File: config.mk
export PLATFORM = sky130hd
export DESIGN_NAME = cpu_run_ctrl_flat
export DESIGN_NICKNAME = d
export VERILOG_FILES = /design/src/rtl/cpu_run_ctrl_if.sv /design/src/rtl/cpu_run_ctrl.sv /design/src/flat_wrapper.sv
export SDC_FILE = /design/constraint.sdc
export NUM_CORES = 1
export LEC_CHECK = 0
export BUFFER_PORTS_ARGS = -buffer_cell sky130_fd_sc_hd__buf_2
export CORE_MARGIN = 5
export CORE_UTILIZATION = 44
export CTS_CLUSTER_SIZE = 40
export DETAILED_ROUTE_END_ITERATION = 16
export PLACE_DENSITY = 0.78
export SLEW_MARGIN = 30
export SYNTH_ARGS = -nofsm -noshare
export SYNTH_HDL_FRONTEND = slang
export SYNTH_SLANG_ARGS = --single-unit
File: constraint.sdc
create_clock -name clk -period 1.4 [get_ports clk]
set_input_delay 0.42 -clock clk [delete_from_list [all_inputs] [get_ports clk]]
set_output_delay 0.42 -clock clk [all_outputs]
set_load 0.03 [all_outputs]
File: src/rtl/cpu_run_ctrl_if.sv
// Debug command handshake between the debug port and the run controller.
interface cpu_run_ctrl_if #(
  parameter int unsigned STEP_WIDTH = 8
);
  localparam int unsigned OP_W = 2;

  logic                  cmd_valid;
  logic                  cmd_ready;
  logic [OP_W-1:0]       cmd_op;
  logic [STEP_WIDTH-1:0] cmd_arg;

  // Debug side issues commands.
  modport master (
    output cmd_valid,
    output cmd_op,
    output cmd_arg,
    input  cmd_ready
  );

  // Controller side accepts commands.
  modport slave (
    input  cmd_valid,
    input  cmd_op,
    input  cmd_arg,
    output cmd_ready
  );
endinterface

File: src/rtl/cpu_run_ctrl.sv
// Run/halt/single-step controller: gates the core PC enable, pulses the core
// reset and stops execution on an instruction-address breakpoint.
module cpu_run_ctrl #(
  parameter int unsigned INSTR_ADDR_WIDTH = 4,
  parameter int unsigned STEP_WIDTH       = 8,
  parameter int unsigned RST_CYCLES       = 2
) (
  input  logic                        clk,
  input  logic                        n_reset,
  cpu_run_ctrl_if.slave               cmd,
  input  logic                        bp_en,
  input  logic [INSTR_ADDR_WIDTH-1:0] bp_addr,
  input  logic [INSTR_ADDR_WIDTH-1:0] pc_count,
  input  logic                        core_pc_en,
  output logic                        run_en,
  output logic                        cpu_n_reset,
  output logic [1:0]                  state,
  output logic                        bp_hit,
  output logic [STEP_WIDTH-1:0]       steps_left
);

  localparam int unsigned OP_W  = 2;
  localparam int unsigned CNT_W = (RST_CYCLES < 2) ? 1 : $clog2(RST_CYCLES + 1);
  localparam logic [CNT_W-1:0] CNT_LAST = CNT_W'(RST_CYCLES);

  localparam logic [OP_W-1:0] OP_RUN   = 2'b00;
  localparam logic [OP_W-1:0] OP_HALT  = 2'b01;
  localparam logic [OP_W-1:0] OP_STEP  = 2'b10;
  localparam logic [OP_W-1:0] OP_RESET = 2'b11;

  typedef enum logic [1:0] {
    ST_HALT     = 2'b00,
    ST_RUN      = 2'b01,
    ST_STEP     = 2'b10,
    ST_CORE_RST = 2'b11
  } state_e;

  state_e                state_q, state_d;
  logic [STEP_WIDTH-1:0] steps_q, steps_d;
  logic                  skip_q, skip_d;
  logic                  hit_q, hit_d;
  logic                  nrst_q, nrst_d;
  logic [CNT_W-1:0]      cnt_q, cnt_d;

  logic bp_match;
  logic accept;
  logic advance;

  // Breakpoint compare is suppressed until the first advance after a resume.
  assign bp_match      = bp_en & (pc_count == bp_addr) & ~skip_q;
  assign run_en        = ((state_q == ST_RUN) & ~bp_match) | (state_q == ST_STEP);
  assign cmd.cmd_ready = (state_q == ST_HALT) | (state_q == ST_RUN);
  assign accept        = cmd.cmd_valid & cmd.cmd_ready;
  assign advance       = run_en & core_pc_en;

  assign state       = state_q;
  assign steps_left  = steps_q;
  assign bp_hit      = hit_q;
  assign cpu_n_reset = nrst_q;

  // State and registered outputs.
  always_ff @(posedge clk or negedge n_reset) begin
    if (!n_reset) begin
      state_q <= ST_HALT;
      steps_q <= '0;
      skip_q  <= 1'b0;
      hit_q   <= 1'b0;
      nrst_q  <= 1'b0;
      cnt_q   <= '0;
    end else begin
      state_q <= state_d;
      steps_q <= steps_d;
      skip_q  <= skip_d;
      hit_q   <= hit_d;
      nrst_q  <= nrst_d;
      cnt_q   <= cnt_d;
    end
  end

  // Next-state and next-output decode.
  always_comb begin
    state_d = state_q;
    steps_d = steps_q;
    skip_d  = skip_q;
    hit_d   = 1'b0;
    nrst_d  = 1'b1;
    cnt_d   = cnt_q;

    if (advance) begin
      skip_d = 1'b0;
    end

    unique case (state_q)
      ST_HALT: begin
        if (accept) begin
          case (cmd.cmd_op)
            OP_RUN: begin
              state_d = ST_RUN;
              skip_d  = 1'b1;
            end
            OP_STEP: begin
              if (cmd.cmd_arg != '0) begin
                state_d = ST_STEP;
                steps_d = cmd.cmd_arg;
                skip_d  = 1'b1;
              end
            end
            OP_RESET: begin
              state_d = ST_CORE_RST;
              cnt_d   = '0;
              skip_d  = 1'b0;
            end
            default: ;
          endcase
        end
      end

      ST_RUN: begin
        if (accept && (cmd.cmd_op == OP_RESET)) begin
          state_d = ST_CORE_RST;
          cnt_d   = '0;
          skip_d  = 1'b0;
        end else if ((accept && (cmd.cmd_op == OP_HALT)) || bp_match) begin
          state_d = ST_HALT;
          hit_d   = bp_match;
        end
      end

      ST_STEP: begin
        if (advance) begin
          steps_d = steps_q - STEP_WIDTH'(1);
          if (steps_q == STEP_WIDTH'(1)) begin
            state_d = ST_HALT;
          end
        end
      end

      ST_CORE_RST: begin
        steps_d = '0;
        skip_d  = 1'b0;
        if (cnt_q == CNT_LAST) begin
          state_d = ST_HALT;
        end else begin
          cnt_d  = cnt_q + CNT_W'(1);
          nrst_d = 1'b0;
        end
      end

      default: ;
    endcase
  end

endmodule

File: src/flat_wrapper.sv
// flat-port wrapper written by rule: the top's interface ports become plain ports
module cpu_run_ctrl_flat 
#(
  parameter int unsigned INSTR_ADDR_WIDTH = 4,
  parameter int unsigned STEP_WIDTH       = 8,
  parameter int unsigned RST_CYCLES       = 2
)
  (clk, n_reset, bp_en, bp_addr, pc_count, core_pc_en, run_en, cpu_n_reset, state, bp_hit, steps_left, cmd_cmd_valid, cmd_cmd_op, cmd_cmd_arg, cmd_cmd_ready);
  cpu_run_ctrl_if #(.STEP_WIDTH(STEP_WIDTH)) cmd_i ();
  input  logic clk;
  input  logic n_reset;
  input  logic bp_en;
  input  logic [INSTR_ADDR_WIDTH-1:0] bp_addr;
  input  logic [INSTR_ADDR_WIDTH-1:0] pc_count;
  input  logic core_pc_en;
  output logic run_en;
  output logic cpu_n_reset;
  output logic [1:0] state;
  output logic bp_hit;
  output logic [STEP_WIDTH-1:0] steps_left;
  input wire logic [$bits(cmd_i.cmd_valid)-1:0] cmd_cmd_valid;
  input wire logic [$bits(cmd_i.cmd_op)-1:0] cmd_cmd_op;
  input wire logic [$bits(cmd_i.cmd_arg)-1:0] cmd_cmd_arg;
  output wire logic [$bits(cmd_i.cmd_ready)-1:0] cmd_cmd_ready;
  assign cmd_i.cmd_valid = cmd_cmd_valid;
  assign cmd_i.cmd_op = cmd_cmd_op;
  assign cmd_i.cmd_arg = cmd_cmd_arg;
  assign cmd_cmd_ready = cmd_i.cmd_ready;
  cpu_run_ctrl #(.INSTR_ADDR_WIDTH(INSTR_ADDR_WIDTH), .STEP_WIDTH(STEP_WIDTH), .RST_CYCLES(RST_CYCLES)) u_core (.clk(clk), .n_reset(n_reset), .cmd(cmd_i), .bp_en(bp_en), .bp_addr(bp_addr), .pc_count(pc_count), .core_pc_en(core_pc_en), .run_en(run_en), .cpu_n_reset(cpu_n_reset), .state(state), .bp_hit(bp_hit), .steps_left(steps_left));
endmodule
**Word-level counts from Yosys, hierarchy flattened**

Index checks and enable logic that the tools add are counted.

- Flip-flop bits (word level): 15
- Input bits: 23
- Output and inout port bits: 14
- Logic and storage cells: 79

- Add/sub/neg operators: 2
- Equal/unequal tests: 21
- Multiplexer cells: 30
- Bitwise gates (word level): 9
- Reductions and logical operators: 11

Operators with widths:

| cell | number |
|---|---|
| $mux W8 | 4 |
| $pmux W8 S3 | 1 |
| $mux W2 | 11 |
| $ne A2 B2 Y1 const B | 6 |
| $pmux W2 S3 | 2 |
| $eq A2 B2 Y1 const B | 5 |
| $reduce_and A5 Y1 | 2 |
| $mux W1 | 9 |
| $eq A8 B1 Y1 const B | 1 |
| $pmux W2 S4 | 1 |
| $reduce_bool A8 Y1 | 1 |
| $sub A8 B1 Y8 const B | 1 |
| $reduce_and A7 Y1 | 1 |
| $ne A2 B1 Y1 const B | 3 |
| $ne A3 B3 Y1 const B | 2 |
| $pmux W1 S3 | 2 |
| $reduce_bool A3 Y1 | 2 |
| $and A1 B1 Y1 | 5 |
| $eq A2 B1 Y1 const B | 2 |
| $eq A4 B4 Y1 | 1 |
| $logic_not A2 Y1 | 2 |
| $ne A4 B4 Y1 const B | 1 |
| $add A2 B1 Y2 const B | 1 |
| $logic_and A1 B1 Y1 | 2 |
| 3 further kinds | 5 |

**Logic depth before layout (Yosys ltp)**

- Depth in word-level cells: 12
- Depth in mapped cells: 7
- Depth with buffers taken out: 7

**Worst setup path before layout**

OpenSTA, ideal clock, no wires.

- Path type: flip-flop to output port
- Start point: register u_core.state_q[1] (netlist: u_core.state[1])
- End point: output run_en
- Arrival time: 1.598 ns
- Required time: 0.980 ns
- Slack: -0.618 ns
- Cell stages (with the launch flop): 4
- Path buffers: 1
- Cells stage by stage: dfrtp_1 -> clkbuf_1 -> nand2b_1 -> o21ai_0

- Longest elaborated chain between the ends: 3
- Elaborated cells between the ends (all ways): 4
- Classes of those cells: eq/ne: 2; bitwise: 2

Ends and longest elaborated chain:

| element | line | RTL |
|---|---|---|
| start, declared | cpu_run_ctrl.sv:38 | `state_e state_q, state_d;` |
| start signal, assigned | cpu_run_ctrl.sv:71 | `state_q <= state_d;` |
| $eq A2 B1 Y1 | cpu_run_ctrl.sv:51 | `assign run_en = ((state_q == ST_RUN) & ~bp_match) \| (state_q == ST_STEP);` |
| $and A1 B1 Y1 | cpu_run_ctrl.sv:51 |  |
| $or A1 B1 Y1 * | cpu_run_ctrl.sv:51 |  |
| end, declared | flat_wrapper.sv:16 | `output logic run_en;` |

Every way passes the cells marked *; elsewhere a longest branch is shown, timed or not.

**Final worst setup path**

Same ends and word-level chain as after synthesis.

==> impl_metrics.yaml <==
synth:
  post_synth_instance_area_sq_um: 1070
  yosys_warnings: 0
  yosys.area.top_type: "dfrtp_1"
  syn_avg_cell_area_sq_um: 8.75
  synth_ff_type: "dfrtp_1"
  synth_edf_count: 0
  yosys.cell_types.count: 38
  synth-seq-area-share_pct: 35.2
  synth_top_area_share_pct: 35.2
  syn_inst: 122
  synth_area_leaders: "dfrtp_1 (35%), o21ai_0 (5.2%), o21ai_2 (4.9%), nor2_1 (4.2%), xnor2_1 (4.1%)"
  synth-async-reset-ratio_pct: 100
  syn-num-nets: 148
  ys_ff_latch: 15
sta:
  setup_viol: 21
  max_freq_mhz: 575
  maxSlewHeadroom_pct: 67.6
  worst_slew_pin_slew_ps: 481
  tns_ps: -3740
  maxSlewViolCount: 0
  final_hold_viol_count: 0
  period_share_pct: 124
  rsz0062_at_grt: "yes"
  fin_skew_ps: 9.48
  fin_ws_ps: -338
  fin_crit_ps: 1740
layout:
  final_common_cell: "buf_4"
  final_area_sq_um: 2060
  fin_util_pct: 91.4
  fill_cells: 87
  multi_input_area_sq_um: 841
  ff_latch_area_sq_um: 378
  nets: 241
  final_cell_mix: "buf_4 (42), buf_2 (26), buf_6 (22)"
  diodes: 0
  areaGrowthSynthToFinish_pct: 93.1
  drive_gt1_share_pct: 68.2
clock_tree:
  cts-root-buf: "clkbuf_4"
  htreeDepth: 1
  cts_buffers: 3
  clkLatencyLatePin_ps: 300
  cts.sink_count: 15
  cts.clk_slew.worst_paths_ps: 110
  cts_tree: "yes"
  clk_path_buf_depth: 2
detailed_routing:
  drc: 0
  wl_mm: 5.52
  avgRoutedWirePerCell_um: 22.8
  vias: 1537
  postRouteAntennaNets: 0
  drtPass1Iterations: 5
  drt-initial-drc-count: 97
  via_per_inst: 6.35
die:
  core_sq_um: 2250
  die_h_um: 59.3
  ios: 37
  die_x_um: 59.3
  die_area_sq_um: 3510
  initial_utilization_pct: 47.3
  rows: 17
place:
  numPortBuffers: 36
  post-place-ws_ps: -464
  place_congestion: 0.874
  post_dp_cell_area_sq_um: 1540
  dp_hpwl_mm: 2.62
critical_path:
  crit_start: "u_core.state[1]$_DFFE_PN0P_"
  cp_data_arrival_time_ps: 1320
  critPathTopFamily: "flip-flops"
  cpPeakStageDelay_ps: 430
  crit_path_cell_trace: "buf_6 -> nand2b_4 -> o21ai_4 -> buf_6"
  cp-end-kind: "primary output"
  required_ps: 980
  startpoint_type: "register"
  cp_common_cell: "buf_6"
  path_buf_inv: 2
  path_class: "register to primary output"
  crit_path_top_delay_cell: "dfrtp_2"
  path_max_fanout: 4
  r2r-start: "u_core.state[0]$_DFFE_PN0P_"
grt:
  grt_pass1_wl_mm: 7.57
  grt_pass1_vias: 1602
  gr-usage-all-layers_pct: 29.0
  grt_max_degree: 16
  grt-ovfl-total: 0
  antenna_found_initial: 0
power_and_ir_drop:
  ir_drop_mv: 1.82
  leakage_uw: 0.000952
  powerDensity_nw_per_um2: 2310
flow_run:
  drv_cap: 0
run_status:
  status: "finished, violations left"
  failed_checks: "negative setup slack"
worst_hold_path:
  hold_path_class: "input pin to asynchronous set/reset pin"
-- cells by family (layout without fill, tap and decap cells) --
family / count (synthesis) / count (layout) / synth area share [%]
AO/OA/AOI/OAI: 39 / 39 / 26.6
flip-flops: 15 / 15 / 35.2
AND/OR/NAND/NOR: 45 / 45 / 22.2
XOR/XNOR: 5 / 5 / 4.10
buffers and inverters: 13 / 105 / 6.33
adder cells (fa/ha/maj): 3 / 3 / 3.52
multiplexers: 2 / 2 / 2.11
-- Yosys cell counts, types with 2 or more instances --
cell	count
a21oi_1	5
o21ai_0	11
ha_1	3
nand3b_1	2
o21ai_2	6
nand3_1	6
buf_2	2
xnor2_1	5
or4_1	2
nor2_1	12
inv_1	7
nand2b_1	4
a31oi_1	3
clkbuf_1	3
dfrtp_1	15
mux2_2	2
a22oi_1	3
and3_1	2
nand2_1	9
nor3_1	2
-- final cells by class --
cell class              instances  area share [%]
clock inverters                 1           0.243
clock buffers                   3            1.09
inverters                       7            1.40
well taps                      28            1.70
flip-flops and latches         15            18.3
multi-input cells              94            40.8
repair buffers                 94            36.4
-- stage by stage --
stage,cells,hold WS (ps),power [uW]
after floorplan,122,124,2170
after global placement,215,346,2900
after detailed placement,215,350,3020
after CTS,234,24.7,4060
after global routing,242,42.0,4940
final,242,13.8,4750
-- worst reg2reg max path, stage by stage (launching register included) --
cell and delay (ps):
dfrtp_1 440, buf_6 150, nor3_4 190, nand3_2 90, o21a_4 230, nand3b_1 210
buf_4 170, o211ai_2 160
-- state kept, by name, indices dropped and copies added (netlist names) --
| name | count |
|---|---|
| u_core.steps_left | 8 |
| u_core.cnt_q | 2 |
| u_core.state | 2 |
| u_core.bp_hit | 1 |
| u_core.cpu_n_reset | 1 |
| u_core.skip_q | 1 |
-- where the power goes --
part           leakage (uW)  internal [uW]  total [uW]  switching, uW
Combinational      0.000750           1760        3680           1920
Clock             0.0000177            106         271            165
Sequential         0.000184            613         804            191
Total              0.000952           2470        4750           2280
-- repair_timing --
item	CTS	global route
endpoints found under the setup margin	19	23
resized for setup	54	25
hold buffers	0	0
pin swaps	14	11
buffers inserted	16	11
gates cloned	0	0
-- path summary, 6_finish.rpt --
kind | endpoint | slack (ps) | cells after the start
hold / removal | u_core.bp_hit$_DFF_PN0_ | 10 | 1
setup reg to reg | u_core.steps_left[3]$_DFFE_PN0P_ | -320 | 7
hold reg to reg | u_core.cnt_q[0]$_DFFE_PN0P_ | 590 | 2
setup / recovery | run_en | -340 | 4
max in group asynchronous | u_core.steps_left[2]$_DFFE_PN0P_ | 1090 | 1
min in group clk | u_core.steps_left[2]$_DFFE_PN0P_ | 400 | 3
-- layer usage --
| metal | part of all wire [%] | vias up | GRT usage [%] |
|---|---|---|---|
| li1 | - | 630 | - |
| met1 | 36 | 745 | 35.2 |
| met2 | 49 | 124 | 48.7 |
| met3 | 8.8 | 38 | 5.88 |
| met4 | 5.9 | 0 | 13.6 |
| met5 | 0 | - | 0 |
Power figures use the tool's default switching activity.
